--- config.mk ---
export PLATFORM = sky130hd
export DESIGN_NAME = branch_ctrl
export DESIGN_NICKNAME = d
export VERILOG_FILES = /design/src/rtl/branch_ctrl.sv
export SDC_FILE = /design/constraint.sdc
export NUM_CORES = 1
export LEC_CHECK = 0
export CAP_MARGIN = 5
export CORE_MARGIN = 8
export CORE_UTILIZATION = 41
export CTS_BUF_LIST = sky130_fd_sc_hd__clkbuf_8
export CTS_CLUSTER_SIZE = 30
export DETAILED_ROUTE_END_ITERATION = 8
export PLACE_DENSITY = 0.89
export RECOVER_POWER = 100
export SETUP_SLACK_MARGIN = 0.1
export SLEW_MARGIN = 20
export SYNTH_ARGS = -nofsm -noshare
export SYNTH_HDL_FRONTEND = slang
export SYNTH_SLANG_ARGS = --single-unit
export TNS_END_PERCENT = 20
--- constraint.sdc ---
create_clock -name clk -period 5 [get_ports clk]
set_input_delay 1 -clock clk [delete_from_list [all_inputs] [get_ports clk]]
set_output_delay 1 -clock clk [all_outputs]
set_load 0.01 [all_outputs]
--- src/rtl/branch_ctrl.sv ---
// Branch resolution sequencer for the decode stage. It waits for forwarded operands,
// evaluates the branch condition and returns a one-cycle registered verdict.
module branch_ctrl #(
    parameter int WIDTH    = 32,
    parameter int MAX_WAIT = 15,
    parameter int CNT_W    = 16
) (
    input  logic             clk,
    input  logic             reset,
    input  logic             br_valid,
    input  logic [2:0]       br_type,
    input  logic [WIDTH-1:0] rs_val,
    input  logic [WIDTH-1:0] rt_val,
    input  logic             rs_rdy,
    input  logic             rt_rdy,
    input  logic             flush,
    output logic             stall,
    output logic             br_done,
    output logic             br_taken,
    output logic             br_err,
    output logic [CNT_W-1:0] taken_cnt,
    output logic [CNT_W-1:0] total_cnt,
    output logic [1:0]       fsm_state
);

    // Handshake: a branch is offered by br_valid and consumed when the FSM leaves
    // IDLE; the consumer sees it resolved when br_done pulses for one cycle.

    typedef enum logic [1:0] {
        IDLE = 2'd0,
        WAIT = 2'd1,
        DONE = 2'd2
    } state_t;

    localparam int WAIT_W = (MAX_WAIT > 1) ? $clog2(MAX_WAIT) : 1;

    state_t            state_q;
    logic [2:0]        type_q;
    logic [WAIT_W-1:0] wait_cnt;
    logic [2:0]        type_eff;
    logic              ready;
    logic              verdict;

    function automatic logic eval_cond(input logic [2:0] t,
                                       input logic [WIDTH-1:0] rs,
                                       input logic [WIDTH-1:0] rt);
        logic neg;
        logic zero;
        neg  = rs[WIDTH-1];
        zero = (rs == '0);
        case (t)
            3'd0:    eval_cond = (rs == rt);
            3'd1:    eval_cond = (rs != rt);
            3'd2:    eval_cond = neg;
            3'd3:    eval_cond = !neg;
            3'd4:    eval_cond = neg | zero;
            3'd5:    eval_cond = !neg & !zero;
            default: eval_cond = 1'b0;
        endcase
    endfunction

    always_comb begin
        type_eff = (state_q == WAIT) ? type_q : br_type;
        ready    = rs_rdy & (rt_rdy | (type_eff > 3'd1));
        verdict  = eval_cond(type_eff, rs_val, rt_val);
        stall    = ((state_q == IDLE) & br_valid & !flush) | (state_q == WAIT);
    end

    assign fsm_state = state_q;

    always_ff @(posedge clk) begin
        if (reset) begin
            state_q   <= IDLE;
            type_q    <= '0;
            wait_cnt  <= '0;
            br_done   <= 1'b0;
            br_taken  <= 1'b0;
            br_err    <= 1'b0;
            taken_cnt <= '0;
            total_cnt <= '0;
        end else begin
            br_done  <= 1'b0;
            br_taken <= 1'b0;
            br_err   <= 1'b0;

            // The verdict has already been delivered while in DONE, so it is counted
            // even if a flush shows up in that same cycle.
            if (state_q == DONE) begin
                if (total_cnt != {CNT_W{1'b1}})
                    total_cnt <= total_cnt + CNT_W'(1);
                if (br_taken && (taken_cnt != {CNT_W{1'b1}}))
                    taken_cnt <= taken_cnt + CNT_W'(1);
            end

            if (flush) begin
                state_q  <= IDLE;
                wait_cnt <= '0;
            end else begin
                case (state_q)
                    IDLE: begin
                        if (br_valid) begin
                            if (ready) begin
                                state_q  <= DONE;
                                br_done  <= 1'b1;
                                br_taken <= verdict;
                            end else begin
                                state_q  <= WAIT;
                                type_q   <= br_type;
                                wait_cnt <= '0;
                            end
                        end
                    end
                    WAIT: begin
                        if (ready) begin
                            state_q  <= DONE;
                            br_done  <= 1'b1;
                            br_taken <= verdict;
                        end else if (wait_cnt == WAIT_W'(MAX_WAIT - 1)) begin
                            // The counter value before this cycle's increment, so the
                            // timeout fires after exactly MAX_WAIT waiting cycles.
                            state_q <= DONE;
                            br_done <= 1'b1;
                            br_err  <= 1'b1;
                        end else begin
                            wait_cnt <= wait_cnt + WAIT_W'(1);
                        end
                    end
                    DONE: begin
                        state_q <= IDLE;
                    end
                    default: begin
                        state_q <= IDLE;
                    end
                endcase
            end
        end
    end

endmodule

==> out/qor.yml <==
ctsRootBufferMaster: "clkbuf_8"
dr.first_iter.drc_count: 215
yosysSeqAreaShare: 0.3249
ioPinCount: 111
r2r-start: "fsm_state[1]"
sw_frac_of_total: 0.2399
hold_path_depth: 2
drc: 0
ys_seq_elements: 44
layout-drive-gt1-share: 0.03521
internal-power_uw: 534.4
max_freq_ghz: 0.2927
cts_max_level: 2
design_area_um2: 3944
fill_cells: 541
via_count: 2780
whs_endpoint: "type_q[0]"
insertion_delay_ns: 0.29
p_seq_frac: 0.506
power_density_nw_per_um2: 178.3
startpoint: "reset"
syn-instance-count: 318
grt_antenna_before_repair: 0
fp-row-count: 29
layout_min_cycle_time_ns: 3.417
synthesis.nets: 395
finalSetupTns_ns: 0
ys_top_cells_by_count: "44 x dfxtp_1, 38 x xor2_1, 36 x nor2_1"
cts_hold_repair.buffers: 0
port-buffer-count: 110
violations: "capacitance limit, slew limit"
r2r_slack_ns: 2.69
crit_chain: "dlygate4sd3_1, clkbuf_1, or2_0, nor4b_1, o211a_1, nand4b_1, o31ai_1"
synth_edf_count: 0
area_delta_synth_final_pct: 45.45
drt_first_pass_iters: 4
critPathBufInv: 2
power.leakage_uw: 0.001552
grt_max_degree: 38
synth_top_area_frac: 0.3249
synthTopCellsByArea: "dfxtp_1 32%, xor2_1 12%, xnor2_1 6.1%"
die_area_um2: 9471
slew_violations: 38
syn-cell-area_um2: 2711
ir_drop_v: 0.0001473
crit_path_end_kind: "flop"
hold_violations: 0
synth.avg_cell_area_um2: 8.526
tightestPinTransition_ns: 1.536
status: "complete, but fails checks"
path_clk_slew_ns: 0.08
wl_mm: 8.294
critPathMaxStageDelay_ns: 1.11
cts_max_path_buffers: 2
cp_top_family: "buffers and inverters"
hpwl_mm: 6.800
crit_arrival_ns: 3.60
cpMaxStageDelayCell: "clkbuf_1"
synth_cell_types: 52
coreArea_um2: 6386
cts_resized: 0
clockPowerShare: 0.320
switchingPower_uw: 168.7
nets: 502
hold_class: "flop to flop"
r2r_cells: 5
skew_ns: 0.005868
async_reset_ff_frac: 0
via_per_inst: 5.527
grt_pass1_wl_mm: 13.86
rsz0062_at_grt: "no"
max_slew_margin: -0.02410
setup_viol: 0
post-cts-setup-buffers: 0
clock-sinks: 44
routabilityCongestion: 0.9978
period_share: 0.6833
maxCapViolations: 1
first_global_vias: 2963
grt_overflow: 0
placed_cell_area_um2: 3857
num_antenna_cells: 0
synth_warnings: 0
worstSetupPathDepth: 7
required_ns: 5.18
yosysMostFrequentCell: "dfxtp_1"
die_h_um: 97.32
reg2reg_to: "wait_cnt[1]"
yosysTopAreaCell: "dfxtp_1"
start_util: 0.4246
wl_per_cell_um: 16.49
p_comb_frac: 0.174
holdCritStartpoint: "type_q[0]"
worst-setup-path-type: "primary input to flop"
cts_tree: "yes"
path_max_fanout: 37
crit_path_start_kind: "primary input"
die_w_um: 97.32
synth_top_flop_cell: "dfxtp_1"
cts_made_buffers: 5
grt_util_all_layers: 0.1711
antenna_left: 0
## worst max path at each step
| stage | end | slack (ns) |
|---|---|---|
| floorplan | br_taken | 2.72 |
| global placement | stall | 1.71 |
| detailed placement | stall | 1.71 |
| CTS | stall | 1.71 |
| global route | br_taken | 1.37 |
| finish | br_taken | 1.58 |
## worst min-delay path, stage by stage (launching register included)
cell     delay (ns)
dfxtp_1        0.32
o21ai_0        0.07
a21oi_1        0.06
## registers in the layout (all words and copies together), names as in the netlist
name	flops
taken_cnt	16
total_cnt	16
fsm_state	2
type_q	3
br_taken	1
br_err	1
br_done	1
wait_cnt	4
## through the flow
| step | total power [µW] | hold WS [ns] | utilization | cells | setup WS (ns) |
|---|---|---|---|---|---|
| after global placement | 485.6 | 0.4610 | 0.6040 | 495 | 1.713 |
| after floorplan | 407.6 | 0.4493 | - | 318 | 2.719 |
| after global routing | 736.9 | 0.5296 | 0.6176 | 503 | 1.375 |
| after detailed placement | 488.0 | 0.4793 | 0.6040 | 495 | 1.712 |
| final | 703.1 | 0.4937 | 0.6176 | 503 | 1.583 |
| after CTS | 712.1 | 0.4909 | 0.6181 | 503 | 1.708 |
## routing by layer
metal  routed length (µm)  track usage  share of wire
met5                    0            0              0
met2                 3997       0.3036           0.48
met3                  971      0.08037           0.12
met1                 3236       0.1765           0.39
met4                   89      0.04429          0.011
## power by group through the flow
stage / logic, µW / clock network (µW) / registers, µW
CTS: 124 / 232 / 356
global placement: 121 / 0 / 364
floorplan: 44.7 / 0 / 363
detailed placement: 124 / 0 / 364
global route: 132 / 249 / 357
finish: 122 / 225 / 356
## cell usage in the layout, fill, tap and decap left out, drive strengths merged, types with 2 or more instances in the layout
cell / Yosys / layout
xnor2: 19 / 19
a31oi: 3 / 3
inv: 6 / 8
and4: 6 / 6
a21oi: 12 / 12
or4: 2 / 2
dlygate4sd3: 0 / 39
o21a: 2 / 2
or3: 5 / 5
a211oi: 7 / 7
o21ai: 11 / 11
nor4: 18 / 18
nor3: 12 / 12
clkbuf: 6 / 7
a311oi: 3 / 3
nand2b: 4 / 4
and2: 3 / 3
clkdlybuf4s50: 0 / 71
xor2: 38 / 38
nor2: 36 / 36
nand3b: 2 / 2
ha: 4 / 4
and3: 8 / 8
mux2i: 4 / 4
dfxtp: 44 / 44
nand4: 10 / 10
nand2: 13 / 13
nor4b: 5 / 5
nand3: 15 / 15
## area by class of cell
type	count	area [µm²]	share of cell area
tap	77	96.34	0.02443
inverter	6	22.52	0.005711
timing repair buffer	111	1105	0.2801
clock inverter	2	7.507	0.001904
clock buffer	6	82.58	0.02094
sequential	44	880.8	0.2234
multi-input combinational	257	1749	0.4435
## logic make-up after synthesis
logic type,after synthesis,synth area share
AO/OA/AOI/OAI,45,0.1071
XOR/XNOR,57,0.1841
adder cells (fa/ha/maj),4,0.01846
buffers and inverters,17,0.02999
flip-flops,44,0.3249
multiplexers,5,0.01892
AND/OR/NAND/NOR,146,0.3166
No activity file was read; power rests on OpenSTA's default activity.
